===== src/rtl/hierarchy_lane_sched.sv =====
// hierarchy_lane_sched: streams the enabled lanes of a captured command over one valid/ready byte channel
module hierarchy_lane_sched #(
  parameter logic signed [7:0] C       = 8'shFF,
  parameter logic        [7:0] D       = 8'hFF,
  parameter int                COUNT_W = 16
) (
  input  logic               clk,
  input  logic               reset,
  input  logic               start_valid,
  output logic               start_ready,
  input  logic [3:0]         a,
  input  logic [3:0]         b,
  input  logic [3:0]         lane_mask,
  output logic               out_valid,
  input  logic               out_ready,
  output logic [7:0]         out_data,
  output logic [1:0]         out_lane,
  output logic               done,
  output logic [COUNT_W-1:0] xfer_count
);
  typedef enum logic {IDLE, SEND} state_t;
  state_t state_q, state_d;
  logic [3:0] a_q, a_d, b_q, b_d, rem_q, rem_d, src_m;
  logic [1:0] nxt, out_lane_q, out_lane_d;
  logic [7:0] out_data_q, out_data_d;
  logic out_valid_q, out_valid_d, done_q, done_d, accept, xfer;
  logic [COUNT_W-1:0] xfer_count_q, xfer_count_d;
  function automatic logic [1:0] low(input logic [3:0] m);
    return m[0] ? 2'd0 : m[1] ? 2'd1 : m[2] ? 2'd2 : 2'd3;
  endfunction
  function automatic logic [7:0] val(input logic [1:0] l, input logic [3:0] x, input logic [3:0] y);
    return l == 2'd0 ? {4'b0, x} : l == 2'd1 ? {{4{y[3]}}, y} : l == 2'd2 ? C : D;
  endfunction
  assign start_ready = (state_q == IDLE) && !reset;
  assign out_valid   = out_valid_q;
  assign out_data    = out_data_q;
  assign out_lane    = out_lane_q;
  assign done        = done_q;
  assign xfer_count  = xfer_count_q;
  always_comb begin
    accept       = start_valid && start_ready;
    xfer         = out_valid_q && out_ready;
    src_m        = accept ? lane_mask : rem_q;
    nxt          = low(src_m);
    state_d      = state_q;
    a_d          = accept ? a : a_q;
    b_d          = accept ? b : b_q;
    rem_d        = rem_q;
    out_valid_d  = out_valid_q;
    out_data_d   = out_data_q;
    out_lane_d   = out_lane_q;
    done_d       = 1'b0;
    xfer_count_d = xfer_count_q + COUNT_W'(xfer);
    if ((accept || xfer) && src_m != 4'd0) begin
      state_d     = SEND;
      out_valid_d = 1'b1;
      out_lane_d  = nxt;
      out_data_d  = val(nxt, a_d, b_d);
      rem_d       = src_m & ~(4'b1 << nxt);
    end else if (accept || xfer) begin
      state_d     = IDLE;
      out_valid_d = 1'b0;
      out_data_d  = 8'd0;
      done_d      = 1'b1;
    end
  end
  always_ff @(posedge clk) begin
    if (reset) begin
      state_q      <= IDLE;
      a_q          <= '0;
      b_q          <= '0;
      rem_q        <= '0;
      out_valid_q  <= 1'b0;
      out_data_q   <= '0;
      out_lane_q   <= '0;
      done_q       <= 1'b0;
      xfer_count_q <= '0;
    end else begin
      state_q      <= state_d;
      a_q          <= a_d;
      b_q          <= b_d;
      rem_q        <= rem_d;
      out_valid_q  <= out_valid_d;
      out_data_q   <= out_data_d;
      out_lane_q   <= out_lane_d;
      done_q       <= done_d;
      xfer_count_q <= xfer_count_d;
    end
  end
endmodule

===== config.mk =====
export PLATFORM = sky130hd
export DESIGN_NAME = hierarchy_lane_sched
export DESIGN_NICKNAME = d
export VERILOG_FILES = /design/src/rtl/hierarchy_lane_sched.sv
export SDC_FILE = /design/constraint.sdc
export NUM_CORES = 1
export LEC_CHECK = 0
export ABC_AREA = 1
export BUFFER_PORTS_ARGS = -buffer_cell sky130_fd_sc_hd__buf_2
export CAP_MARGIN = 15
export CORE_ASPECT_RATIO = 2
export CORE_UTILIZATION = 47
export CTS_CLUSTER_DIAMETER = 80
export DETAILED_ROUTE_END_ITERATION = 16
export GPL_TIMING_DRIVEN = 0
export PLACE_DENSITY = 0.75
export RECOVER_POWER = 100
export SLEW_MARGIN = 20
export SYNTH_ARGS = -nofsm -noshare
export SYNTH_HDL_FRONTEND = slang
export SYNTH_SLANG_ARGS = --single-unit

===== constraint.sdc =====
create_clock -name clk -period 2 [get_ports clk]
set_clock_uncertainty 0.15 [all_clocks]
set_input_delay 0.2 -clock clk [delete_from_list [all_inputs] [get_ports clk]]
set_output_delay 0.2 -clock clk [all_outputs]
set_load 0.02 [all_outputs]

* Word-level counts from Yosys, hierarchy flattened
Cells that the tools add are included.
Word-level totals: flip-flop bits (word level) 40, latch bits 0, memory bits (writable) 0, memory bits (read-only) 0, input bits 16, output and inout bits 29, word-level logic and storage cells 37, memories 0
Cells by class: $add $sub $neg 1, multipliers 0, div/mod/pow operators 0, order comparisons 0, eq/ne operators 1, shifts and indexed selects 1, muxes and demuxes 13, bitwise operators 3, reductions and logical operators 10
Operator list (number):
- 2-to-1 mux 8 bit | 4
- adder 16 x 1 -> 16 bit | 1
- 2-to-1 mux 4 bit | 3
- AND 4 bit | 1
- logical AND 1 bit | 4
- 2-to-1 mux 1 bit | 4
- 2-to-1 mux 2 bit | 2
- NOT 4 bit | 1
- nonzero test 4 bit | 1
- left shift 1 x 2 -> 4 bit, first input constant | 1
- equality test 2 x 1 -> 1 bit, second input constant | 1
- zero test 2 bit | 1
- nonzero test 2 bit | 1
- OR reduction 2 bit | 1
- zero test 1 bit | 1
- logical OR 1 bit | 1
- NOT 1 bit | 1

* Depth between registers and ports, before layout
depth in word-level cells 11, depth in mapped cells 11, mapped depth without buffers 10

* Worst setup path after synthesis
No wires, ideal clock.
kind flip-flop to flip-flop, from reg out_valid_q, in the netlist out_valid, to reg xfer_count_q[14], in the netlist xfer_count[14], setup time 0.128 ns, arrival 1.818 ns, data required time 1.722 ns, setup slack -0.096 ns, stages on the path, launching flop included 10, path buffers 0, clock period less this slack 2.096 ns, path through dfxtp_1 nand2_1 inv_1 ha_1 ha_1 nand3_1 nor3_1 nand4_1 xor2_1 nor2_1
Between the ends: longest elaborated chain between the ends 2
Ends and longest elaborated chain:
- start, declared | RTL line 26 | logic out_valid_q, out_valid_d, done_q, done_d, accept, xfer;
- start signal, assigned | RTL line 83 | out_valid_q <= out_valid_d;
- logical AND 1 bit | RTL line 42 | xfer = out_valid_q && out_ready;
- adder 16 x 1 -> 16 bit | RTL line 53 | xfer_count_d = xfer_count_q + COUNT_W'(xfer);
- end signal, assigned | RTL line 87 | xfer_count_q <= xfer_count_d;
- end, declared | RTL line 27 | logic [COUNT_W-1:0] xfer_count_q, xfer_count_d;
Every way passes these cells. A chain may end at the register's enable or synchronous reset.

* Worst setup path after layout
Ends and elaborated chain as after synthesis.

==> reports/metrics.csv <==
stage,metric,value,unit
run_status,status,completed,
sta,slew_viol_final,0,
logic_synthesis,syn_area,1753,sq um
sta,fin_setup_tns,0,ns
logic_synthesis,ys_seq_elements,37,
power,power_leakage,0.0009998,uW
logic_synthesis,synth-simple-area-share,33.83,%
sta,worst_slew_pin_slew,0.4999,ns
setup_path,cp.required,2.01,ns
flow_run,max_cap_viol_count,0,
die,die_x,45.19,um
clock_network,cts_root_buf,clkbuf_8,
logic_synthesis,synth_top_family_by_area,simple AND/OR/NAND/NOR gates,
logic_synthesis,ys_seq_area_share,42.26,%
logic_synthesis,syn-num-nets,256,
die,die_h,88.37,um
setup_path,worstRegToRegCells,9,
sta,fin_hold_ws,0.01525,ns
die,fp.dieArea,3993,sq um
worst_hold_path,hp-start,a[1],
sta,fmax,0.5336,GHz
worst_hold_path,hold_class,in2reg,
die,start_util,48.60,%
logic_synthesis,synthCells,238,
sta,finalCriticalPeriod,1.874,ns
clock_network,htree_levels,2,
route,postRouteWirelength,3672,um
setup_path,arrival,1.89,ns
logic_synthesis,yosys.area_share.xor_xnor,0.9993,%
finish,layout_common_cells,"nand2_1, dfxtp_1, buf_2",
logic_synthesis,synth_compound_area_share,11.35,%
finish,register_area,744.5,sq um
grt,grt_max_degree,12,
setup_path,critical_path.startpoint,out_valid,
route,drt-initial-drc-count,23,
die,core,3607,sq um
logic_synthesis,synth.area.mux_share,0,%
die,num_io_pins,45,
finish,drive_above_1_share,23.18,%
setup_path,end_kind,register,
finish,multi_input_area,877.1,sq um
sta,finalHoldViolCount,0,
route,drc_errors,0,
clock_network,clk_path_buf_depth,2,
place,port_buffers,42,
finish,n_antenna_cell,0,
finish,area.growth.synth_to_final,24.55,%
route,via_per_inst,4.846,
finish,final_common_cell,nand2_1,
die,row_count,31,
finish,finalNetCount,306,
clock_network,clk_pin_slew_worst_paths,0.08,ns
finish,num-fill-cells,358,
worst_hold_path,holdPathEnd,a_q[1],
logic_synthesis,yosysUniqueCellTypes,29,
grt,antenna_found_initial,0,
logic_synthesis,syn_area_per_cell,7.365,sq um
setup_path,regToRegEndpoint,xfer_count[14],
sta,setup_viol_count_final,0,
grt,track_usage,20.73,%
grt,overflow,0,
clock_network,cts_tree,built,
route,drtPass1Iterations,4,
setup_path,path_class,reg2reg,
route,vias,1638,
place,dp_hpwl,2801,um
route,wl_per_cell,10.86,um
power,p_per_area,797.5,nW/um^2
grt,first_global_vias,1477,
power,vdd_drop_max,626.8,uV
sta,slew_headroom,66.67,%
sta,rsz0062_at_grt,yes,
worst_hold_path,hold_depth,3,
sta,period_share,93.70,%
setup_path,ff2ff_setup_slack,0.13,ns
clock_network,numCtsBuffers,5,
grt,grt_pass1_wl,6072,um
setup_path,rr_startpoint,out_valid,
setup_path,crit_path_start_kind,register,
setup_path,cp_max_fo,4,
route,ant_nets,0,
logic_synthesis,synth_warnings,0,
clock_network,cts_sinks,37,
clock_network,clock_latency,0.29,ns
place,globalplace.congestion,0.8086,
logic_synthesis,synth_fa_ha_area_share,1.428,%
routing by layer:
layer / up-vias / GRT usage [%] / routed length, um
met2: 35 / 41.37 / 2182
li1: 850 / - / -
met1: 747 / 18.65 / 1308
met3: 6 / 3.673 / 109
met5: - / 0 / 0
met4: 0 / 9.091 / 72
final cells by class:
type	count	share of cell area [%]
buffer	8	2.636
clock buffer	7	3.954
clock inverter	1	1.375
inverter	32	5.501
multi-input combinational	161	40.17
sequential	37	34.10
tap	49	2.808
timing repair buffer	43	9.456
cells in the mapped netlist, drive strengths merged:
master | n | share of area [%]
inv | 32 | 6.9
ha | 2 | 1.4
o21a | 1 | 0.43
buf | 6 | 2.9
nand3b | 7 | 3.2
o21ai | 18 | 6.0
dfxtp | 37 | 42
clkbuf | 2 | 0.43
or2 | 1 | 0.36
nand3 | 11 | 3.1
a21oi | 16 | 4.6
nand4 | 2 | 0.71
nor3b | 1 | 0.43
a31oi | 1 | 0.36
nor3 | 9 | 2.6
xnor2 | 1 | 0.50
nand2 | 60 | 15
nor2 | 30 | 8.7
xor2 | 1 | 0.50
worst max-delay path by stage:
stage | to | slack (ns) | depth (start not counted)
3_3_place_gp | xfer_count[14] | -0.14 | 9
3_5_place_dp | xfer_count[12] | -0.16 | 9
5_1_grt | xfer_count[12] | -0.02 | 10
6_report | xfer_count[14] | 0.13 | 9
4_1_cts | xfer_count[14] | 0.02 | 9
2_1_floorplan | xfer_count[14] | 0.06 | 9
state kept, by name (all words and copies together) (netlist names):
signal,count
xfer_count,16
out_data,5
a_q,4
b_q,4
rem_q,4
out_lane,2
done,1
out_valid,1
metrics by stage:
step	power [uW]	utilization, %	worst slack [ns]	instance area, sq um	cells
2_1_floorplan	1022	-	0.05556	1754	238
3_3_place_gp	1092	56.16	-0.1409	2026	329
3_5_place_dp	1096	56.16	-0.1605	2026	329
4_1_cts	1764	60.42	0.01756	2180	338
5_1_grt	1830	60.53	-0.01644	2183	338
6_report	1741	60.53	0.1259	2183	338
timing repair:
item                                   4_1_cts  5_1_grt
hold buffers                                 1        0
endpoints found under the hold margin        2        0
setup endpoints to repair                    3        5
gates resized for setup                      5        5
pin swaps                                    1        1
setup buffers                                0        0
power breakdown:
part | internal [uW] | total, uW | switching (uW)
sequential | 772 | 791 | 18.9
clock | 407 | 667 | 261
combinational | 99.5 | 283 | 183
total | 1280 | 1740 | 463
cells by family after synthesis:
logic type,count (synthesis)
XOR/XNOR,2
flip-flops,37
AND/OR/NAND/NOR,121
AO/OA/AOI/OAI,36
buffers and inverters,40
adder cells (fa/ha/maj),2
worst max-delay path, stage by stage (launching register included):
cell and delay (ns):
dfxtp_4 0.39, nand2_1 0.11, inv_1 0.07, ha_1 0.16
ha_2 0.21, nand3_4 0.12, nor3_4 0.19, nand4_1 0.14
xor2_1 0.16, nor2_1 0.05
Power figures use the tool's default switching activity.
